$ cat config.mk
export PLATFORM = sky130hd
export DESIGN_NAME = add_seq_ctrl
export DESIGN_NICKNAME = d
export VERILOG_FILES = /design/src/rtl/add_seq_ctrl.sv
export SDC_FILE = /design/constraint.sdc
export NUM_CORES = 1
export LEC_CHECK = 0
export BUFFER_PORTS_ARGS = -buffer_cell sky130_fd_sc_hd__buf_4
export CORE_ASPECT_RATIO = 1.1
export CORE_MARGIN = 4
export CORE_UTILIZATION = 50
export CTS_CLUSTER_SIZE = 14
export DETAILED_ROUTE_END_ITERATION = 7
export HOLD_SLACK_MARGIN = 0.06
export PLACE_DENSITY = 0.81
export SLEW_MARGIN = 20
export SYNTH_ARGS = -nofsm -noshare
export SYNTH_HDL_FRONTEND = slang
export SYNTH_HIERARCHICAL = 1
export SYNTH_SLANG_ARGS = --single-unit
export TNS_END_PERCENT = 5
$ cat constraint.sdc
create_clock -name clock -period 11.93 [get_ports clock]
set_clock_uncertainty 0.2 [all_clocks]
set_input_delay 0.5965 -clock clock [delete_from_list [all_inputs] [get_ports clock]]
set_output_delay 0.5965 -clock clock [all_outputs]
set_load 0.005 [all_outputs]
$ cat src/rtl/add_seq_ctrl.sv
// Sequential multi-segment adder/subtractor.
// A single 16-bit carry-select adder is reused over NSEG cycles, LSB segment first.

// 16-bit carry-select adder: ripple low byte, precompute high byte for both carries.
module CSA_16bit (
   input  logic [15:0] i_a,
   input  logic [15:0] i_b,
   input  logic        i_cin,
   output logic [15:0] o_sum,
   output logic        o_cout
);
   logic [8:0] w_lo;
   logic [8:0] w_hi0;
   logic [8:0] w_hi1;

   // Low half plus two speculative high halves, selected by the low-half carry.
   always_comb begin
      w_lo   = {1'b0, i_a[7:0]} + {1'b0, i_b[7:0]} + {8'b0, i_cin};
      w_hi0  = {1'b0, i_a[15:8]} + {1'b0, i_b[15:8]};
      w_hi1  = {1'b0, i_a[15:8]} + {1'b0, i_b[15:8]} + 9'd1;
      o_sum  = w_lo[8] ? {w_hi1[7:0], w_lo[7:0]} : {w_hi0[7:0], w_lo[7:0]};
      o_cout = w_lo[8] ? w_hi1[8] : w_hi0[8];
   end
endmodule

module add_seq_ctrl #(
   parameter int NSEG = 4
) (
   input  logic                 clock,
   input  logic                 reset,
   input  logic                 in_valid,
   output logic                 in_ready,
   input  logic [16*NSEG-1:0]   op_a,
   input  logic [16*NSEG-1:0]   op_b,
   input  logic                 sub,
   output logic                 out_valid,
   input  logic                 out_ready,
   output logic [16*NSEG-1:0]   result,
   output logic                 cout,
   output logic                 overflow,
   output logic                 busy
);
   localparam int W  = 16 * NSEG;
   localparam int CW = (NSEG > 1) ? $clog2(NSEG) : 1;
   localparam logic [CW-1:0] LAST = CW'(NSEG - 1);

   typedef enum logic [1:0] {IDLE, RUN, DONE} state_t;

   state_t          r_state;
   state_t          w_next;
   logic [W-1:0]    r_a;
   logic [W-1:0]    r_b;
   logic            r_carry;
   logic [CW-1:0]   r_cnt;
   logic [W-1:0]    r_result;
   logic            r_cout;
   logic            r_ovf;

   logic [15:0]     w_seg_a;
   logic [15:0]     w_seg_b;
   logic [15:0]     w_sum;
   logic            w_cout;
   logic            w_last;

   assign w_seg_a = r_a[{r_cnt, 4'b0000} +: 16];
   assign w_seg_b = r_b[{r_cnt, 4'b0000} +: 16];
   assign w_last  = (r_cnt == LAST);

   CSA_16bit u_csa (
      .i_a    (w_seg_a),
      .i_b    (w_seg_b),
      .i_cin  (r_carry),
      .o_sum  (w_sum),
      .o_cout (w_cout)
   );

   // State register.
   always_ff @(posedge clock) begin
      if (reset) r_state <= IDLE;
      else       r_state <= w_next;
   end

   // Next-state and handshake outputs.
   always_comb begin
      w_next    = r_state;
      in_ready  = 1'b0;
      out_valid = 1'b0;
      busy      = 1'b0;
      case (r_state)
         IDLE: begin
            in_ready = 1'b1;
            if (in_valid) w_next = RUN;
         end
         RUN: begin
            busy = 1'b1;
            if (w_last) w_next = DONE;
         end
         DONE: begin
            busy      = 1'b1;
            out_valid = 1'b1;
            if (out_ready) w_next = IDLE;
         end
         default: w_next = IDLE;
      endcase
   end

   // Operand capture on accept, then one segment per cycle through the CSA.
   always_ff @(posedge clock) begin
      if (reset) begin
         r_a      <= '0;
         r_b      <= '0;
         r_carry  <= 1'b0;
         r_cnt    <= '0;
         r_result <= '0;
         r_cout   <= 1'b0;
         r_ovf    <= 1'b0;
      end else begin
         case (r_state)
            IDLE: begin
               if (in_valid) begin
                  r_a     <= op_a;
                  r_b     <= sub ? ~op_b : op_b;
                  r_carry <= sub;
                  r_cnt   <= '0;
               end
            end
            RUN: begin
               r_result[{r_cnt, 4'b0000} +: 16] <= w_sum;
               r_carry <= w_cout;
               if (w_last) begin
                  r_cout <= w_cout;
                  r_ovf  <= (r_a[W-1] == r_b[W-1]) && (w_sum[15] != r_a[W-1]);
                  r_cnt  <= '0;
               end else begin
                  r_cnt  <= r_cnt + 1'b1;
               end
            end
            default: ;
         endcase
      end
   end

   assign result   = r_result;
   assign cout     = r_cout;
   assign overflow = r_ovf;
endmodule
* Word level (Yosys, flattened, before mapping)
Index checks and enable logic that the tools add are counted.
Storage, ports and cells: register bits 199, input bits 133, output and inout bits 69
Operators by class: $add $sub $neg 6, equality and inequality tests 8, shift-type cells 4, muxes and demuxes 16, bitwise gates (word level) 1, reduce and logical (&&, ||, !) cells 8
Operator list (count):
- $shiftx 64x7->16 | 2
- $bwmux 64 | 1
- $mux 64 | 1
- $not 64->64 | 1
- $shift 16x8->64 const A | 1
- $shiftx 16x8->64 | 1
- $add 8x8->9 | 2
- $mux 16 | 1
- $mux 2 | 5
- $add 9x1->9 | 1
- $add 9x1->9 const B | 1
- $neg 6->8 | 1
- $ne 2x2->1 const B | 3
- $pmux 2 s3 | 1
- $reduce_and 2->1 | 3
- $mux 1 | 5
- $eq 2x2->1 const B | 2
- $pmux 2 s2 | 1
- $reduce_and 3->1 | 1
- $add 2x1->2 const B | 1
- $eq 2x1->1 const B | 1
- $logic_not 2->1 | 1
- $pmux 1 s2 | 1
- $reduce_bool 2->1 | 1
- 4 further kinds | 4

* Depth between registers and ports, before layout
depth after elaboration 6, mapped depth 17

* Hierarchy
The synthesis kept the hierarchy.
By module, submodules not included:
- add_seq_ctrl | times used 1, cells an instance 860, area an instance 8325.5 um^2, sequential area each 3983.8 um^2
- CSA_16bit | times used 1, cells an instance 101, area an instance 814.5 um^2, sequential area each 0.0 um^2

* Worst setup path before layout
Ideal clock, no wire load.
path kind reg2reg, start register r_cnt[0], end register r_ovf, in the netlist overflow, library setup time 0.131 ns, data arrival time 3.469 ns, required time 11.599 ns, path slack 8.130 ns, cell stages (with the launch flop) 15, path through dfxtp_1 buf_6 buf_2 mux4_2 ha_1 fa_1 and3_2 o21ai_2 a21oi_4 xnor2_2 nor4_2 xnor2_1 nor2b_1 a221oi_1 nor3_1
Between the ends: word-level cells in the longest chain between the ends 6, elaborated cells on any way between the ends 11, those cells by class add/sub (4); eq/ne (2); shift (2); mux (1); reduce/logical (2)
RTL lines:
- from (decl) | line 54 | logic [CW-1:0] r_cnt;
- from (signal assigned) | line 135 | r_cnt <= r_cnt + 1'b1;
- $shiftx 64x7->16 * | line 66 | assign w_seg_b = r_b[{r_cnt, 4'b0000} +: 16];
- named net w_seg_b[8] | line 60 | logic [15:0] w_seg_b;
- $add 8x8->9 * | line 19, 20
- $add 9x1->9 | line 20 | w_hi1 = {1'b0, i_a[15:8]} + {1'b0, i_b[15:8]} + 9'd1;
- $mux 16 * | line 21 | o_sum = w_lo[8] ? {w_hi1[7:0], w_lo[7:0]} : {w_hi0[7:0], w_lo[7:0]};
- named net w_sum[15] | line 61 | logic [15:0] w_sum;
- $ne 1x1->1 * | line 132 | r_ovf <= (r_a[W-1] == r_b[W-1]) && (w_sum[15] != r_a[W-1]);
- $logic_and 1x1->1 * | line 132
- to (signal assigned) | line 132
- to (decl) | line 57 | logic r_ovf;
The timed path passes the listed nets; every way through them passes the cells marked *. A chain may end at the register's enable or synchronous reset.

* Worst setup path after layout
start register r_cnt[1], end register r_ovf, in the netlist overflow
Between the ends: word-level cells in the longest chain between the ends 6, elaborated cells on any way between the ends 11, those cells by class add/sub (4); eq/ne (2); shift (2); mux (1); reduce/logical (2)
RTL lines:
- $shiftx 64x7->16 * | line 65 | assign w_seg_a = r_a[{r_cnt, 4'b0000} +: 16];
- named net w_seg_a[8] | line 59 | logic [15:0] w_seg_a;
- $add 8x8->9 * | line 19, 20
- $add 9x1->9 | line 20
- $mux 16 * | line 21
- named net w_sum[15] | line 61
- $ne 1x1->1 * | line 132
- $logic_and 1x1->1 * | line 132
Marks and branches as above.

==> results.ini <==
[status]
status=completed

[logic_synthesis]
synth_top_area_share_pct=43.6
yosysMostFrequentCell=dfxtp_1
yosysSeqAreaShare_pct=43.6
syn_area_sq_um=9140
ys_async_sr_fraction_pct=0
yosysWarnings=6
yosysTopAreaCell=dfxtp_1
synthCells=961
ys_types=51
synth_flop_cell=dfxtp_1
syn_avg_cell_area_sq_um=9.51
synth_area_leaders=dfxtp_1 (44%), xnor2_1 (7.2%), mux4_2 (7.1%)
synth_edf_count=0
syn_nets=1122
ys_ff_latch=199
synthTopCellsByCount=dfxtp_1 (199), nand2_1 (155), nor2_1 (95)

[detailed_routing]
wl_met2_um=11400
drt-met1-wl_um=10400
routedWlPerCell_um=17.5
postRouteAntennaNets=0
vias=7485
drt_iter0_drc=572
wl_met3_um=1340
drt_pass1_iterations=5
routed_wirelength_um=23800
dr.max_layer_used=met4
vias_per_cell=5.51
drc=0

[timing]
maxSlewViolCount=0
min_period_over_period_pct=36.2
hold_violations=0
fin_tns_setup_ns=0
hold_slack_ns=0.197
relSlewSlack_pct=33.4
fin_crit_ns=4.32
rsz0062_at_grt=no
max_freq_ghz=0.232
setup_violations=0
tightest_slew_ns=0.999

[power]
p_comb_share_pct=33.6
pwr-share-clk_pct=26.7
ir_drop_v=0.000135
power.share.switching_pct=35.8
seqPwrFrac_pct=39.7
switchingPower_uw=755
power.internal_uw=1350
leakagePower_uw=0.00444
powerDensity_nw_per_um2=189

[cells_and_area]
syn_to_final_growth_pct=22.1
fillCellCount=1479
nNetsFinal=1269
seq_area_sq_um=3990
drive_above_1_share_pct=25.4
diodes=0
multi_input_area_sq_um=4700

[die]
die_h_um=150
rows=51
core-area_sq_um=17800
start_util_pct=51.3
die_w_um=137
pin_count=202
dieArea_sq_um=20500

[clock_tree]
numCtsBuffers=17
cts_tree=yes
cts-root-buf=clkbuf_16
clkLatencyLatePin_ns=0.44
cts_sinks=199
cts_resized=0
ctsHtreeMaxLevel=4
clk_pin_slew_ns=0.07
clk_path_buf_depth=2
cts_hold_buffers=0
cts_setup_buffers=0

[setup_path]
cp-startpoint=r_cnt[1]
r2r_start=r_cnt[1]
slowest_stage=dfxtp_2
cpLargestDelayFamily=flip-flops
crit_fanout=36
crit_buf_inv=0
critPathArrivalTime_ns=4.39
cp_slowest_stage_delay_ns=0.99
cp.required_ns=12.01
cp_cell_sequence=mux4_2 -> ha_1 -> fa_1 -> and3_2 -> o21ai_2 -> a21oi_4 -> xnor2_2 -> nor4_2 -> xnor2_1 -> nor2b_1 -> a221oi_1 -> nor3_1
start_kind=flip-flop
critPathKind=reg -> reg
endpoint_kind=flip-flop

[placed_design]
hpwl_um=17300
io_buffers=201
place_congestion=0.829

[grt]
grt_max_degree=131
track_usage_pct=23.4
grt_pass1_vias=7114
grt_pass1_wl_um=37400
antenna_found_initial=0
gr-total-overflow=0

[flow_run]
maxCapViolCount=0

[hold_path]
hold_path.startpoint=op_a[27]
min_path_type=in -> reg

-- cell type report --
type                    instances  share of cell area [%]
multi-input cells             672                    42.1
flip-flops and latches        199                    35.7
repair buffers                206                    13.9
clock buffers                  18                    3.94
clock inverters                14                    1.26
well taps                     238                    2.67
inverters                      12                   0.404
-- final timing paths --
kind	slack (ns)	cells past startpoint	to
worst max-delay path	7.61	12	overflow
worst min-delay path	0.20	3	r_a[27]
worst max register to register	7.61	12	overflow
worst min register to register	0.25	2	result[49]
-- per-stage QoR --
stage          utilization (%)  instance area, sq um  instances  total power, uW  setup slack [ns]
2_1_floorplan                -                  9140        961             1350              8.13
3_3_place_gp              59.4                 10600       1327             1530              7.74
3_5_place_dp              59.4                 10600       1327             1550              7.63
4_1_cts                   62.6                 11100       1359             2110              7.60
5_1_grt                   62.7                 11200       1359             2230              7.33
6_report                  62.7                 11200       1359             2110              7.61
-- layer usage --
| layer | GRT usage (%) | vias to the layer above |
|---|---|---|
| met5 | 0 | - |
| met2 | 37.5 | 249 |
| met3 | 4.07 | 40 |
| met1 | 32.1 | 3510 |
| li1 | - | 3686 |
| met4 | 8.08 | 0 |
-- worst min-delay path, stage by stage --
cell and delay, ns:
buf_4 0.11, nand2_1 0.04, a21oi_1 0.05
-- power groups by stage --
stage / clock network [uW] / logic (uW) / registers, uW
6_report: 563 / 708 / 835
5_1_grt: 598 / 788 / 845
4_1_cts: 570 / 706 / 834
3_5_place_dp: 0 / 702 / 847
3_3_place_gp: 0 / 685 / 844
2_1_floorplan: 0 / 534 / 820
-- kinds of logic (layout without fill, tap and decap cells) --
group	after synthesis	in the layout	share of synthesized area, %
xor gates and xnor gates	81	81	7.84
DFF	199	199	43.6
and+or+nand+nor	301	301	14.0
buffers and inverters	90	250	5.13
AOI/OAI and AO/OA	228	228	17.1
muxes	34	34	8.24
adders and majority gates	28	28	4.08
-- cell usage in the layout, fill, tap and decap left out, types with 4 or more instances in the layout --
cell / count
buf_4: 205
clkbuf_16: 17
dfxtp_1: 197
xnor2_1: 75
nor2b_1: 5
nand2b_1: 5
nand4_1: 6
a22o_1: 32
nand3_1: 17
inv_6: 4
a21oi_1: 92
a32oi_1: 18
mux4_2: 29
nor2_1: 95
a211oi_1: 64
ha_1: 25
inv_1: 12
nand2_1: 154
xor2_1: 5
-- flip-flops by register name, summed over array words and instances (netlist names) --
| signal | count |
|---|---|
| r_a | 64 |
| r_state | 2 |
| overflow | 1 |
| cout | 1 |
| r_b | 64 |
| r_carry | 1 |
| r_cnt | 2 |
| result | 64 |
Note: power is estimated with default switching activity, not from simulation.
